===== config.mk =====
export PLATFORM = sky130hd
export DESIGN_NAME = button_debounce
export DESIGN_NICKNAME = d
export VERILOG_FILES = /design/src/rtl/button_debounce.sv
export SDC_FILE = /design/constraint.sdc
export NUM_CORES = 1
export LEC_CHECK = 0
export BUFFER_PORTS_ARGS = -buffer_cell sky130_fd_sc_hd__buf_2
export CORE_MARGIN = 2
export CORE_UTILIZATION = 59
export DETAILED_ROUTE_END_ITERATION = 10
export PLACE_DENSITY = 0.78
export SLEW_MARGIN = 20
export SYNTH_ARGS = -nofsm -noshare
export SYNTH_HDL_FRONTEND = slang
export SYNTH_SLANG_ARGS = --single-unit

===== constraint.sdc =====
create_clock -name clk -period 3.4 [get_ports clk]
set_input_delay 1.02 -clock clk [delete_from_list [all_inputs] [get_ports clk]]
set_output_delay 1.02 -clock clk [all_outputs]
set_load 0.1 [all_outputs]

===== src/rtl/button_debounce.sv =====
// Push-button conditioner: two-flop synchroniser, counter debounce, press/release
// event pulses, long-press detection and a wrapping press counter.
// The release event port is named release_pulse because `release` is a reserved word.
module button_debounce #(
  parameter int unsigned OscF       = 24000000,
  parameter int unsigned DebCycles  = OscF / 100,
  parameter int unsigned LongCycles = OscF,
  parameter int unsigned CntW       = 8
) (
  input  logic            clk,
  input  logic            rst_n,
  input  logic            button,
  output logic            level,
  output logic            press,
  output logic            release_pulse,
  output logic            long_press,
  output logic            held_long,
  output logic [CntW-1:0] press_count
);

  localparam int unsigned DebN  = (DebCycles < 1) ? 1 : DebCycles;
  localparam int unsigned LongN = (LongCycles < 1) ? 1 : LongCycles;
  localparam int unsigned DebW  = $clog2(DebN + 1);
  localparam int unsigned HoldW = $clog2(LongN + 1);

  typedef enum logic [1:0] {
    IDLE = 2'd0,
    HELD = 2'd1,
    LONG = 2'd2
  } state_t;

  state_t            state, state_d;
  logic              s1, s2;
  logic [DebW-1:0]   deb_cnt, deb_cnt_d;
  logic [HoldW-1:0]  hold_cnt, hold_d;
  logic              level_d, press_d, release_d, long_d, held_d;
  logic [CntW-1:0]   count_d;

  // State and output registers
  always_ff @(posedge clk or negedge rst_n) begin
    if (!rst_n) begin
      s1            <= 1'b0;
      s2            <= 1'b0;
      deb_cnt       <= '0;
      hold_cnt      <= '0;
      state         <= IDLE;
      level         <= 1'b0;
      press         <= 1'b0;
      release_pulse <= 1'b0;
      long_press    <= 1'b0;
      held_long     <= 1'b0;
      press_count   <= '0;
    end else begin
      s1            <= button;
      s2            <= s1;
      deb_cnt       <= deb_cnt_d;
      hold_cnt      <= hold_d;
      state         <= state_d;
      level         <= level_d;
      press         <= press_d;
      release_pulse <= release_d;
      long_press    <= long_d;
      held_long     <= held_d;
      press_count   <= count_d;
    end
  end

  // Debounce, event generation and hold-tracking FSM
  always_comb begin
    deb_cnt_d = '0;
    level_d   = level;
    press_d   = 1'b0;
    release_d = 1'b0;
    hold_d    = hold_cnt;
    state_d   = state;
    long_d    = 1'b0;
    held_d    = held_long & ~release_pulse;
    count_d   = press_count;

    // A new level is accepted only after DebN consecutive differing samples
    if (s2 != level) begin
      if (deb_cnt == DebW'(DebN - 1)) begin
        level_d   = s2;
        press_d   = s2;
        release_d = ~s2;
      end else begin
        deb_cnt_d = deb_cnt + DebW'(1);
      end
    end

    if (press_d) count_d = press_count + CntW'(1);

    case (state)
      IDLE: begin
        if (press_d) begin
          state_d = HELD;
          hold_d  = HoldW'(1);
        end
      end
      HELD: begin
        if (release_d) begin
          state_d = IDLE;
          hold_d  = '0;
        end else if (hold_cnt != HoldW'(LongN)) begin
          hold_d = hold_cnt + HoldW'(1);
        end
      end
      LONG: begin
        // hold_cnt stays saturated at LongN until release
        if (release_d) begin
          state_d = IDLE;
          hold_d  = '0;
        end
      end
      default: begin
        state_d = IDLE;
        hold_d  = '0;
      end
    endcase

    // Fires in the cycle the hold count first reads LongN (press cycle when LongN == 1)
    if (state_d == HELD && hold_d == HoldW'(LongN)) begin
      state_d = LONG;
      long_d  = 1'b1;
      held_d  = 1'b1;
    end
  end

endmodule

==> results of run 1 <==
stage by stage:
stage | hold WS, ns | area (um^2) | instances
final | 0.352 | 3810 | 469
after global routing | 0.357 | 3810 | 469
after CTS | 0.355 | 3790 | 469
after detailed placement | 0.347 | 3610 | 453
after global placement | 0.334 | 3610 | 453
after floorplan | 0.331 | 3440 | 368
power groups by stage:
stage	sequential, uW	combinational, uW	clock (uW)
2_1_floorplan	734	8.49	0
3_3_place_gp	734	26.8	0
3_5_place_dp	734	27.3	0
4_1_cts	721	27.5	577
5_1_grt	721	31.9	608
6_report	721	26.3	566
logic make-up (layout without fill, tap and decap cells):
kind of cell               Yosys count  after routing  synth area share (%)
buffers and inverters               28             57                  3.82
xor gates and xnor gates            25             25                  6.37
muxes                                2              2                 0.655
DFF                                 60             60                  43.7
AOI/OAI and AO/OA                   73             73                  14.1
adders and majority gates            8              8                  2.91
and+or+nand+nor                    172            172                  28.5
how the worst min path moves through the flow:
stage	start	end	slack, ns	cells past startpoint
after floorplan	s1$_DFF_PN0_	s2$_DFF_PN0_	0.33	0
after global placement	s1$_DFF_PN0_	s2$_DFF_PN0_	0.33	0
after detailed placement	s1$_DFF_PN0_	s2$_DFF_PN0_	0.35	0
after CTS	s1$_DFF_PN0_	s2$_DFF_PN0_	0.36	0
after global routing	s1$_DFF_PN0_	s2$_DFF_PN0_	0.36	0
final	s1$_DFF_PN0_	s2$_DFF_PN0_	0.35	0
placed cells by master, fill, tap and decap left out, drive strengths merged, types with 5 or more instances in the layout:
master  instances
a21o            5
a21oi          18
and2            6
and3           22
and4            7
buf            27
clkbuf         10
clkinv          5
dfrtp          60
ha              8
inv            14
nand2          28
nand3          20
nand4          12
nor2           32
nor3           13
o21ai          22
or3             7
xnor2          12
xor2           13
layout make-up:
class	count	area share, %
Tap cell	72	2.36
Clock buffer	10	3.61
Sequential cell	60	39.4
Multi-Input combinational cell	280	47.9
Timing Repair Buffer	27	4.33
Inverter	14	1.38
Clock inverter	6	1.05
repair_timing:
item | CTS | global route
buffers inserted | 0 | 0
setup endpoints to repair | 0 | 4
gates resized for setup | 0 | 5
sequential cells by signal (all words and copies together) (netlist names):
| register | count |
|---|---|
| state | 2 |
| long_press | 1 |
| level | 1 |
| s2 | 1 |
| deb_cnt | 18 |
| hold_cnt | 25 |
| held_long | 1 |
| release_pulse | 1 |
| s1 | 1 |
| press_count | 8 |
| press | 1 |
layer usage:
metal,up-vias,GRT usage [%],wire length (um)
li1,1395,-,-
met1,1379,38.0,3700
met2,110,39.3,3480
met3,23,5.73,433
met4,0,7.97,164
met5,-,0,0
==> flow_metrics.env, run 1 <==
export IMPL_status="complete, no violations"
export IMPL_slew_violations=0
export IMPL_finalCritPeriodShare_pct=94.7
export IMPL_p_leak_uw=0.00179
export IMPL_timing_final_ws_setup_ns=0.179
export IMPL_r2r_setup_slack_ns=0.18
export IMPL_wl_um=7780
export IMPL_die_h_um=80.3
export IMPL_cts_num_sinks=60
export IMPL_synth_fp_nets=379
export IMPL_p_int_uw=1010
export IMPL_cts_root_buf="clkbuf_8"
export IMPL_yosysMostFrequentCell="dfrtp_1"
export IMPL_synth_area_per_cell_um2=9.34
export IMPL_sw_frac_of_total_pct=23.4
export IMPL_fillers=425
export IMPL_critPathCapture="held_long$_DFF_PN0_"
export IMPL_yosys_area_top_type="dfrtp_1"
export IMPL_core_area_mm2=0.00557
export IMPL_track_usage_pct=26.2
export IMPL_cts_max_path_buffers=2
export IMPL_pwr_share_seq_pct=54.9
export IMPL_cp_required_ns=3.65
export IMPL_finish_utilization_pct=68.4
export IMPL_rr_worst_depth=10
export IMPL_tns_ns=0
export IMPL_dr_pass1_iters=5
export IMPL_die_area_mm2=0.00645
export IMPL_antenna_cells=0
export IMPL_hold_viol_final=0
export IMPL_holdCritPathClass="reg2reg"
export IMPL_rows=27
export IMPL_fin_crit_ns=3.22
export IMPL_grt_pass1_wl_um=13000
export IMPL_cp_depth=10
export IMPL_final_antenna_net_count=0
export IMPL_overflow=0
export IMPL_crit_chain="inv_1 -> ha_1 -> or4b_1 -> or4_4 -> o21ai_0 -> a21oi_1 -> nor4b_1 -> nand4bb_1 -> or4b_4 -> o22ai_2"
export IMPL_skew_ns=0.0109
export IMPL_r2r_end="held_long$_DFF_PN0_"
export IMPL_setup_worst_path_start="hold_cnt[1]$_DFF_PN0_"
export IMPL_synth_area_leaders="dfrtp_1, nor2_1, and3_1"
export IMPL_max_cap_violations=0
export IMPL_synth_cell_types=61
export IMPL_crit_family="simple AND/OR/NAND/NOR gates"
export IMPL_relSlewSlack_pct=50.3
export IMPL_ys_flop_type="dfrtp_1"
export IMPL_peakVddDrop_uv=246
export IMPL_crit_buf_inv=1
export IMPL_crit_arrival_ns=3.48
export IMPL_via_per_inst=6.20
export IMPL_timing_fmax_mhz=311
export IMPL_setup_viol=0
export IMPL_path_class="reg2reg"
export IMPL_postCtsHoldBufs=0
export IMPL_die_w_um=80.3
export IMPL_grt_pass1_vias=2670
export IMPL_areaGrowthSynthToFinish_pct=11.0
export IMPL_grt_antenna_before_repair=0
export IMPL_nets=403
export IMPL_grt_setup_unrepaired="no"
export IMPL_netlist_area_mm2=0.00344
export IMPL_clkPwrFrac_pct=43.1
export IMPL_post_place_ws_ns=0.0806
export IMPL_async_flop_share_pct=100
export IMPL_ys_ff_latch=60
export IMPL_vias=2907
export IMPL_drt_iter0_drc=418
export IMPL_grt_max_degree=34
export IMPL_port_buffers=15
export IMPL_crit_path_max_fanout=7
export IMPL_critPathCaptureType="flip-flop"
export IMPL_cp_slowest_cell="or4b_4"
export IMPL_seq_area_frac_synth_pct=43.7
export IMPL_final_seq_area_mm2=0.00150
export IMPL_synth_cells=368
export IMPL_io_pins=16
export IMPL_start_kind="flip-flop"
export IMPL_multi_input_area_mm2=0.00183
export IMPL_cts_clk_slew_worst_paths_ns=0.07
export IMPL_yosysWarnings=0
export IMPL_post_route_drc_count=0
export IMPL_synth_edf_count=0
export IMPL_tritoncts="yes"
export IMPL_tightest_slew_ns=0.745
export IMPL_clock_latency_ns=0.34
export IMPL_crit_path_max_incr_delay_ns=0.57
export IMPL_wl_per_cell_um=16.6
export IMPL_powerDensity_mw_per_mm2=344
export IMPL_dpl_hpwl_um=5560
export IMPL_drive_gt1_share_pct=15.1
export IMPL_gp_congestion=1.00
export IMPL_yosys_area_top_type_share_pct=43.7
export IMPL_comb_power_share_pct=2.0
export IMPL_numCtsBuffers=9
export IMPL_timing_rr_start="hold_cnt[1]$_DFF_PN0_"
export IMPL_start_util_pct=61.7
export IMPL_p_total_uw=1310
export IMPL_switchingPower_uw=308
export IMPL_htreeDepth=3
export IMPL_synth_commonest_cells="dfrtp_1, nor2_1, nand2_1"
No activity file was read; power rests on OpenSTA's default activity.
==> run 2, diff against run 1 <==
--- a/config.mk
+++ b/config.mk
@@ -9,8 +9,10 @@
 export CORE_MARGIN = 2
 export CORE_UTILIZATION = 59
 export DETAILED_ROUTE_END_ITERATION = 10
+export GPL_TIMING_DRIVEN = 0
 export PLACE_DENSITY = 0.78
 export SLEW_MARGIN = 20
 export SYNTH_ARGS = -nofsm -noshare
 export SYNTH_HDL_FRONTEND = slang
 export SYNTH_SLANG_ARGS = --single-unit
+export TNS_END_PERCENT = 10
==> run 2 against run 1 <==
  * First-iteration DRC count fell by 26%
  * Die area did not move
  * Final cell count rose by 1.5%
  * Clock skew rose by 0.00068 ns
  * Register-to-register slack got worse by 0.04 ns
  * Critical path depth rose by 1
  * Sequential cell count did not move
  * Hold slack barely moved
  * Global-route usage rose by 0.77 points
  * Worst setup slack got worse by 0.036 ns
  * Largest cell class unchanged
==> flow_metrics.env, run 2 (same netlist as run 1, synthesis figures left out) <==
export IMPL_design_area_mm2=0.00391
export IMPL_track_usage_pct=26.9
export IMPL_pwr_share_seq_pct=49.2
export IMPL_fillers=403
export IMPL_top_register="hold_cnt"
export IMPL_cts_max_path_buffers=2
export IMPL_dpl_cell_area_mm2=0.00360
export IMPL_instances_no_fill=476
export IMPL_switchingPower_uw=310
export IMPL_grt_max_degree=61
export IMPL_overflow=0
export IMPL_drive_gt1_share_pct=16.8
export IMPL_timing_final_ws_setup_ns=0.143
export IMPL_max_cap_violations=0
export IMPL_finalCritPeriodShare_pct=95.8
export IMPL_timing_fmax_mhz=307
export IMPL_clkPwrFrac_pct=49.1
export IMPL_numCtsBuffers=9
export IMPL_grt_pass1_wl_um=13200
export IMPL_via_per_inst=6.24
export IMPL_powerDensity_mw_per_mm2=375
export IMPL_grt_antenna_before_repair=0
export IMPL_fin_crit_ns=3.26
export IMPL_dpl_hpwl_um=5530
export IMPL_setup_viol=0
export IMPL_largest_reg_flops=25
export IMPL_cts_root_buf="clkbuf_8"
export IMPL_skew_ns=0.0116
export IMPL_io_pins=16
export IMPL_rows=27
export IMPL_vias=2971
export IMPL_p_leak_uw=0.00184
export IMPL_die_area_mm2=0.00645
export IMPL_slew_violations=0
export IMPL_die_h_um=80.3
export IMPL_post_route_drc_count=0
export IMPL_antenna_cells=0
export IMPL_core_area_mm2=0.00557
export IMPL_dr_pass1_iters=6
export IMPL_dp_cells=455
export IMPL_port_buffers=15
export IMPL_p_total_uw=1470
export IMPL_cts_clk_slew_worst_paths_ns=0.07
export IMPL_largestRegisters="hold_cnt (25), deb_cnt (18), press_count (8)"
export IMPL_die_w_um=80.3
export IMPL_gp_congestion=0.882
export IMPL_drt_iter0_drc=310
export IMPL_finish_utilization_pct=70.2
export IMPL_peakVddDrop_uv=325
export IMPL_multi_input_area_mm2=0.00184
export IMPL_tightest_slew_ns=0.745
export IMPL_cts_num_sinks=60
export IMPL_final_seq_area_mm2=0.00150
export IMPL_tritoncts="yes"
export IMPL_p_int_uw=1150
export IMPL_final_common_cell="dfrtp_1"
export IMPL_layout_common_cells="dfrtp_1, nor2_1, nand2_1"
export IMPL_nets=410
export IMPL_wl_um=8010
export IMPL_path_class="reg2reg"
export IMPL_crit_path_max_fanout=6
export IMPL_crit_arrival_ns=3.51
export IMPL_final_antenna_net_count=0
export IMPL_wl_per_cell_um=16.8
export IMPL_critPathCaptureType="flip-flop"
export IMPL_start_kind="flip-flop"
export IMPL_post_place_ws_ns=0.00504
export IMPL_grt_pass1_vias=2698
export IMPL_holdCritPathClass="reg2reg"
export IMPL_htreeDepth=3
export IMPL_status="complete, no violations"
export IMPL_sw_frac_of_total_pct=21.2
export IMPL_comb_power_share_pct=1.7
export IMPL_hold_viol_final=0
export IMPL_areaGrowthSynthToFinish_pct=13.8
export IMPL_relSlewSlack_pct=50.3
export IMPL_cp_required_ns=3.66
export IMPL_start_util_pct=61.7
export IMPL_clock_latency_ns=0.34
[run 2: cell count changes in the layout (fill, tap and decap cells not counted), sizes merged]
cell,before,now
clkbuf,10,16
clkinvlp,1,0
dlygate4sd1,0,1
bufinv,0,2
clkinv,5,4
[run 2: area by class of cell]
cell class / instances / share of cell area, %
repair buffers: 20 / 2.94
clock buffers: 10 / 3.52
clock inverters: 6 / 2.24
well taps: 72 / 2.30
inverters: 14 / 1.34
flip-flops and latches: 60 / 38.5
multi-input cells: 280 / 47.1
plain buffers: 14 / 2.08
[run 2: power by group through the flow]
stage	registers [uW]	clock network, uW	logic [uW]
final	721	719	25.4
after global routing	721	775	30.9
after CTS	721	729	26.6
after detailed placement	734	0	26.4
after global placement	734	0	25.7
after floorplan	734	0	8.49
[run 2: critical path, stage by stage, from the launching register on]
cell and delay (ns):
dfrtp_2 0.40, buf_4 0.13, ha_1 0.16, and3_2 0.17, clkbuf_1 0.22, and3_1 0.36
nand2_1 0.16, o21ai_0 0.28, a31oi_1 0.16, or4_4 0.45, or4b_4 0.54, o22ai_2 0.13
[run 2: worst paths after layout]
| path | slack, ns | to | start | cells past startpoint |
|---|---|---|---|---|
| max in group asynchronous | 2.14 | hold_cnt[1]$_DFF_PN0_ | rst_n | 1 |
| hold / removal | 0.35 | s2$_DFF_PN0_ | s1$_DFF_PN0_ | 0 |
| setup / recovery | 0.14 | held_long$_DFF_PN0_ | hold_cnt[0]$_DFF_PN0_ | 11 |
| hold reg to reg | 0.35 | s2$_DFF_PN0_ | s1$_DFF_PN0_ | 0 |
| setup reg to reg | 0.14 | held_long$_DFF_PN0_ | hold_cnt[0]$_DFF_PN0_ | 11 |
| min in group asynchronous | 0.74 | hold_cnt[7]$_DFF_PN0_ | rst_n | 1 |
[run 2: what timing repair did]
item                                    in CTS  in global routing
gates resized for setup                      1                 16
setup buffers                                0                  5
pin swaps                                    0                  6
endpoints found under the setup margin       2                  4
hold buffers                                 0                  0
[run 2: metal layers]
metal / part of all wire, % / up-vias / track usage [%]
li1: - / 1399 / -
met1: 46 / 1433 / 39.6
met2: 45 / 126 / 39.4
met3: 7.7 / 13 / 7.53
met4: 1.1 / 0 / 6.61
met5: 0 / - / 0
[run 2: per-stage QoR]
stage          setup TNS (ns)  hold WS (ns)
2_1_floorplan               0         0.331
3_3_place_gp                0         0.333
3_5_place_dp                0         0.338
4_1_cts                     0         0.353
5_1_grt               -0.0224         0.360
6_report                    0         0.352
